[src/rtl/fde_pkg.sv]
// fde_pkg: shared FSM state encoding, default widths and bubble NOP for the FDE pipeline controller
package fde_pkg;
    typedef enum logic [1:0] {RUN = 2'd0, STALL_EX = 2'd1, FLUSH = 2'd2, HALT = 2'd3} state_t;
    localparam int REG_W_DEF = 5;
    localparam int CNT_W_DEF = 16;
    localparam logic [31:0] NOP = 32'h0000_0013;
endpackage

[src/rtl/fde_hazard_unit.sv]
// fde_hazard_unit: combinational load-use hazard detector between decode and execute
module fde_hazard_unit import fde_pkg::*; #(
    parameter int REG_W = REG_W_DEF
) (
    input  logic             v_id,
    input  logic             v_ex,
    input  logic             ex_is_load,
    input  logic [REG_W-1:0] ex_rd,
    input  logic [REG_W-1:0] id_rs1,
    input  logic [REG_W-1:0] id_rs2,
    output logic             lu
);
    assign lu = v_id && v_ex && ex_is_load && (ex_rd != '0) && (ex_rd == id_rs1 || ex_rd == id_rs2);
endmodule

[src/rtl/fde_pipe_ctrl.sv]
// fde_pipe_ctrl: fetch/decode/execute stall, flush and halt controller; FDE_STALL_CNT_EN builds the stall counter
module fde_pipe_ctrl import fde_pkg::*; #(
    parameter int REG_W = REG_W_DEF,
    parameter int CNT_W = CNT_W_DEF
) (
    input  logic             clock,
    input  logic             resetn,
    input  logic             if_valid,
    output logic             if_ready,
    output logic             if_id_en,
    output logic             id_ex_en,
    output logic             id_ex_bubble,
    output logic             flush,
    input  logic [REG_W-1:0] id_rs1,
    input  logic [REG_W-1:0] id_rs2,
    input  logic [REG_W-1:0] ex_rd,
    input  logic             ex_is_load,
    input  logic             ex_busy,
    input  logic             br_taken,
    input  logic             halt_req,
    output logic             halted,
    output logic [CNT_W-1:0] stall_cnt
);
    state_t state, state_nxt;
    logic v_id, v_ex, v_id_nxt, v_ex_nxt, lu, br;
    logic rdy, ife, ide, bub, fl, hlt;
    fde_hazard_unit #(.REG_W(REG_W)) u_hazard (
        .v_id(v_id), .v_ex(v_ex), .ex_is_load(ex_is_load),
        .ex_rd(ex_rd), .id_rs1(id_rs1), .id_rs2(id_rs2), .lu(lu)
    );
    assign br = br_taken && v_ex;
    // STALL_EX shares RUN's priority logic so the first non-busy cycle already acts as RUN
    always_comb begin
        rdy = 1'b0;
        ife = 1'b0;
        ide = 1'b0;
        bub = 1'b0;
        fl = 1'b0;
        hlt = 1'b0;
        state_nxt = state;
        v_id_nxt = v_id;
        v_ex_nxt = v_ex;
        case (state)
            RUN, STALL_EX: begin
                if (ex_busy) begin
                    state_nxt = STALL_EX;
                end else if (br) begin
                    fl = 1'b1;
                    v_id_nxt = 1'b0;
                    v_ex_nxt = 1'b0;
                    state_nxt = FLUSH;
                end else if (lu) begin
                    ide = 1'b1;
                    bub = 1'b1;
                    v_ex_nxt = 1'b0;
                    state_nxt = RUN;
                end else begin
                    ide = 1'b1;
                    rdy = !halt_req;
                    ife = rdy && if_valid;
                    v_ex_nxt = v_id;
                    v_id_nxt = ife;
                    state_nxt = (halt_req && !v_id) ? HALT : RUN;
                end
            end
            FLUSH: state_nxt = RUN;
            HALT: begin
                hlt = 1'b1;
                state_nxt = halt_req ? HALT : RUN;
            end
            default: state_nxt = RUN;
        endcase
    end
    always_ff @(posedge clock) begin
        if (!resetn) begin
            state <= RUN;
            v_id <= 1'b0;
            v_ex <= 1'b0;
        end else begin
            state <= state_nxt;
            v_id <= v_id_nxt;
            v_ex <= v_ex_nxt;
        end
    end
    assign {if_ready, if_id_en, id_ex_en, id_ex_bubble, flush, halted} =
        resetn ? {rdy, ife, ide, bub, fl, hlt} : 6'b0;
`ifdef FDE_STALL_CNT_EN
    logic [CNT_W-1:0] cnt;
    always_ff @(posedge clock) begin
        if (!resetn) cnt <= '0;
        else if ((state == STALL_EX || lu) && cnt != '1) cnt <= cnt + CNT_W'(1);
    end
    assign stall_cnt = resetn ? cnt : '0;
`else
    assign stall_cnt = '0;
`endif
endmodule

[config.mk]
export PLATFORM = sky130hd
export DESIGN_NAME = fde_pipe_ctrl
export DESIGN_NICKNAME = d
export VERILOG_FILES = /design/src/rtl/fde_pkg.sv /design/src/rtl/fde_hazard_unit.sv /design/src/rtl/fde_pipe_ctrl.sv
export SDC_FILE = /design/constraint.sdc
export NUM_CORES = 1
export LEC_CHECK = 0
export ABC_AREA = 1
export CELL_PAD_IN_SITES_DETAIL_PLACEMENT = 1
export CELL_PAD_IN_SITES_GLOBAL_PLACEMENT = 1
export CORE_ASPECT_RATIO = 1.1
export CORE_MARGIN = 5
export CORE_UTILIZATION = 39
export DETAILED_ROUTE_END_ITERATION = 7
export DONT_BUFFER_PORTS = 1
export MAX_ROUTING_LAYER = met4
export PLACE_DENSITY = 0.82
export SYNTH_ARGS = -nofsm -noshare
export SYNTH_HDL_FRONTEND = slang
export SYNTH_SLANG_ARGS = --single-unit
[constraint.sdc]
create_clock -name clock -period 3.62 [get_ports clock]
set_clock_uncertainty 0.2 [all_clocks]
set_input_delay 0.905 -clock clock [delete_from_list [all_inputs] [get_ports clock]]
set_output_delay 0.905 -clock clock [all_outputs]
set_load 0.05 [all_outputs]
# Yosys cells after proc, flatten, opt, wreduce, memory -nomap -nowiden
# Index checks and enable logic that the tools add are counted.
# op_classes
n_eq_ne,6
n_mux,30
bitwise,1
n_reduce_logical,15
# op_table
cell,n
1-bit 2-to-1 mux,23
5-bit == test,2
2-bit 2-to-1 mux,5
1-bit logical AND,7
6-bit 2-to-1 mux,1
2-bit case mux with 3 select lines,1
5-bit nonzero test,1
2-bit == test (second input constant),2
3-bit AND reduction,1
2-bit by 1-bit == test with 1-bit output (second input constant),1
1-bit zero test,2
2-bit zero test,1
2-bit by 1-bit inequality test with 1-bit output (second input constant),1
2-bit AND reduction,1
2-bit OR reduction,1
1-bit logical OR,1
1-bit NOT,1
# totals
ff_bits,4
input_bits,22

# Logic depth before layout (Yosys ltp)
# depth
depth_word,9
mapped_depth,10
mapped_depth_nobuf,10

# Cells and area by module
# Synthesis repeated with hierarchy kept, for this count alone.
# unflattened
hier_cells,98
area_unflattened_um2,564.3
# modules_own_cells
mod,instances,cells_per_inst,area_each_um2,seq_area_each_um2
fde_pipe_ctrl,1,53,367.9,80.1
fde_hazard_unit,1,45,196.4,0.0

# Worst setup path before layout
# OpenSTA, ideal clock, no wires.
# synth_path
path_kind,input to output
startpoint,in ex_busy
endpoint,out if_ready
t_arrival_ns,2.366
t_required_ns,2.515
path_slack_ns,0.149
path_stages,5
n_path_buf,0
cell_sequence,nor2_4 nand2_1 nor2_2 nand2_1 nor2_1
# synth_via
elab_chain_cells,3
# synth_rtl
element,line_no,source
start: declaration,fde_pipe_ctrl.sv:18,"input logic ex_busy,"
1-bit 2-to-1 mux,fde_pipe_ctrl.sv:45,if (ex_busy) begin
1-bit 2-to-1 mux,fde_pipe_ctrl.sv:43,case (state)
6-bit 2-to-1 mux,fde_pipe_ctrl.sv:86,"resetn ? {rdy, ife, ide, bub, fl, hlt} : 6'b0;"
end: declaration,fde_pipe_ctrl.sv:9,"output logic if_ready,"
# No other way between the ends.

# Final worst setup path
# layout_path
startpoint,in ex_rd[3]
endpoint,out if_id_en
# layout_via
elab_chain_cells,8
elab_cells_between_ends,11
# layout_rtl
element,line_no,source
start: declaration,fde_pipe_ctrl.sv:16,"input logic [REG_W-1:0] ex_rd,"
5-bit == test / 5-bit nonzero test (equally long branches),fde_hazard_unit.sv:13,assign lu = v_id && v_ex && ex_is_load && (ex_rd != '0) && (ex_rd == id_rs1 || ex_rd == id_rs2);
1-bit logical OR / 1-bit logical AND (equally long branches),fde_hazard_unit.sv:13,
1-bit logical AND (*),fde_hazard_unit.sv:13,
1-bit 2-to-1 mux (*),fde_pipe_ctrl.sv:52,end else if (lu) begin
1-bit 2-to-1 mux (*),fde_pipe_ctrl.sv:47,end else if (br) begin
1-bit 2-to-1 mux (*),fde_pipe_ctrl.sv:45,
1-bit 2-to-1 mux (*),fde_pipe_ctrl.sv:43,
6-bit 2-to-1 mux (*),fde_pipe_ctrl.sv:86,
end: declaration,fde_pipe_ctrl.sv:10,"output logic if_id_en,"
# Every way passes the cells marked *; elsewhere a longest branch is shown, timed or not.

==> impl_results.md <==
* #FFs+latches synth at 4
* Count of input and output buffers at 0
* DRT iter0 DRCs at 1
* Hpwl dp at roughly 1300 microns
* Worst Path Arrival at between 1.5 and 2 ns
* Worst min-delay path category: register to register
* Resize count post-CTS at 0
* Synth warnings at 0
* Min cycle time layout at 2.906 ns
* Pleak at just under 0.4 nW
* CTS tree: built
* Share of layout cells above drive strength 1 at 0.1770
* Initial antenna violation count at 0
* WHS at about 0.39 ns
* Cts bufs inserted at 3
* H-tree depth at 1
* Final #Nets at around 140
* Starting Density at 0.4188
* Post-CTS Setup Inserts at 0
* CP top delay family: simple AND/OR/NAND/NOR gates
* PwrDens at just over 300 nW/um^2
* Endpoints failing setup at 0
* Mapped Cells at about 110
* Final Hold Fails at 0
* Worst setup SP type: input pin
* Max Slew Vio Count at 0
* Final Cycle Share at 0.8027
* Distinct cells, synth at 21
* Fill cells at between 200 and 250
* Overflow after GRT at 0
* WL final at 1438 microns
* Global Route Usage Sum at 0.1379
* Max clock buf depth at 2
* Die Span Y at ~51 microns
* CP Cell Sequence: inv_2 -> nand2_1 -> nand2_1 -> nor2_1 -> nand3_1 -> nand2_2 -> nand2_2 -> nand4_2 -> inv_1
* Unrepaired setup endpoints after global routing: no
* Critical Path Max Stage Delay at 0.34 ns
* WS Path Type: input pin to output pin
* CP Capture Type: output pin
* Sequential fraction of the synthesis area at 0.1365
* Tot Pwr at 0.1825 mW
* Root buffer cell: clkbuf_4
* Vias per inst at about 4.4
* Area delta synth->final at 2.772%
* CP max FO at 4
* Antenna-violating nets left at 0
* Routed length per instance at approximately 11 microns
* Reg clk slew, reported paths at 0.04 ns
* Worst EP required at 2.51 ns
* Worst path slowest cell: inv_1
* Max-cap viol count at 0
* Std-Cell Rows at 14
* Final setup margin at slightly above 0.7 ns
* Worst skew pair latency at approximately 0.24 ns
* Area leader, netlist: buf_4
* F_max at around 0.34 GHz
* DRC at 0
* DR vias at around 570
* # clock sinks at 4
* RD Place Congestion at approximately 0.75
* Top cells by area, synth: buf_4 20%, nand2_1 20%, dfxtp_1 14%
* Largest net degree at the start of global routing at 6
* Global-route wire length before repair at ~2200 microns
* Maximum VDD drop at 0.1912 mV
* Cell Area, Synth at about 590 sq um
* Yosys top cell area share at 0.2047
* Hold Buf Count CTS at 0
* Die area at between 2000 and 2500 sq um
* Vias in the first global route at 567
* Drt first pass iters at 2
* Outcome: finished, final reports clean
* Io pins at 44
* Pre-CTS setup slack at ~0.7 ns
* Die width at between 40 and 50 microns
* Mean Syn Cell Area at around 5.5 sq um
* Critical path buffer and inverter count at 2
* Setup TNS at 0 ns
* Core area at 1401 sq um
* Antenna cells at 0
==> cell usage in the layout (no fill, tap or decap), types with 2 or more instances in the layout <==
cell      netlist  routed
dfxtp_1         4       4
inv_2           4       4
nand2_1        31      31
inv_1          16      16
nand3_1         4       4
clkbuf_4        0       3
conb_1          1      16
nand2_2         3       3
xnor2_1         2       2
nor2_1         14      14
buf_4          16       5
==> registers in the layout, indices dropped and copies added, names as in the netlist <==
name,flops
v_ex,1
v_id,1
state,2
==> Yosys cell counts, drive strengths merged <==
master	count
o211ai	1
buf	16
xnor2	2
nand3	4
o21ai	2
a21oi	2
inv	20
nor2	16
nor3	2
nand2	34
conb	1
nand4	2
dfxtp	4
==> final cells by class <==
class	instances	area, sq um	area share
Clock buffer	3	22.52	0.03734
Inverter	20	75.07	0.1245
Multi-Input combinational cell	81	367.9	0.6100
Sequential cell	4	80.08	0.1328
Tap cell	16	20.02	0.03320
Timing Repair Buffer	5	37.54	0.06224
==> worst min-delay path: cells and delay by family, from the launching register on <==
family / cells / cell delay (ns)
AO/OA/AOI/OAI: 2 / 0.21
flip-flops: 1 / 0.34
==> cells by family after synthesis <==
logic type / count (synthesis) / synth area share
buffers and inverters: 36 / 0.3326
AND/OR/NAND/NOR: 58 / 0.4414
AO/OA/AOI/OAI: 5 / 0.05329
XOR/XNOR: 2 / 0.02986
flip-flops: 4 / 0.1365
other: 1 / 0.006390
==> routing by layer <==
metal | global-route usage | part of all wire | up-vias
li1 | - | - | 295
met1 | 0.1242 | 0.35 | 250
met2 | 0.2195 | 0.52 | 24
met3 | 0.07500 | 0.11 | 4
met4 | 0.08295 | 0.025 | 0
met5 | - | 0 | -
==> metrics by stage <==
| stage | util | cell area (sq um) | std cells |
|---|---|---|---|
| 3_5_place_dp | 0.4143 | 580.6 | 126 |
| 6_report | 0.4304 | 603.1 | 129 |
| 5_1_grt | 0.4304 | 603.1 | 129 |
| 3_3_place_gp | 0.4143 | 580.6 | 126 |
| 4_1_cts | 0.4304 | 603.1 | 129 |
| 2_1_floorplan | - | 643.1 | 121 |
==> power by group <==
group / switching [mW] / total (mW) / internal (mW)
Clock: 0.0201 / 0.0573 / 0.0372
Sequential: 0.00225 / 0.0496 / 0.0473
Combinational: 0.0610 / 0.0757 / 0.0146
Total: 0.0833 / 0.182 / 0.0991
==> final timing paths <==
| kind | start | end | slack (ns) | cells past startpoint |
|---|---|---|---|---|
| setup / recovery | ex_rd[3] | if_id_en | 0.71 | 9 |
| hold / removal | v_ex | v_ex | 0.39 | 2 |
| setup reg to reg | state[1] | state[0] | 2.41 | 5 |
| hold reg to reg | v_ex | v_ex | 0.39 | 2 |
Power figures use the tool's default switching activity.
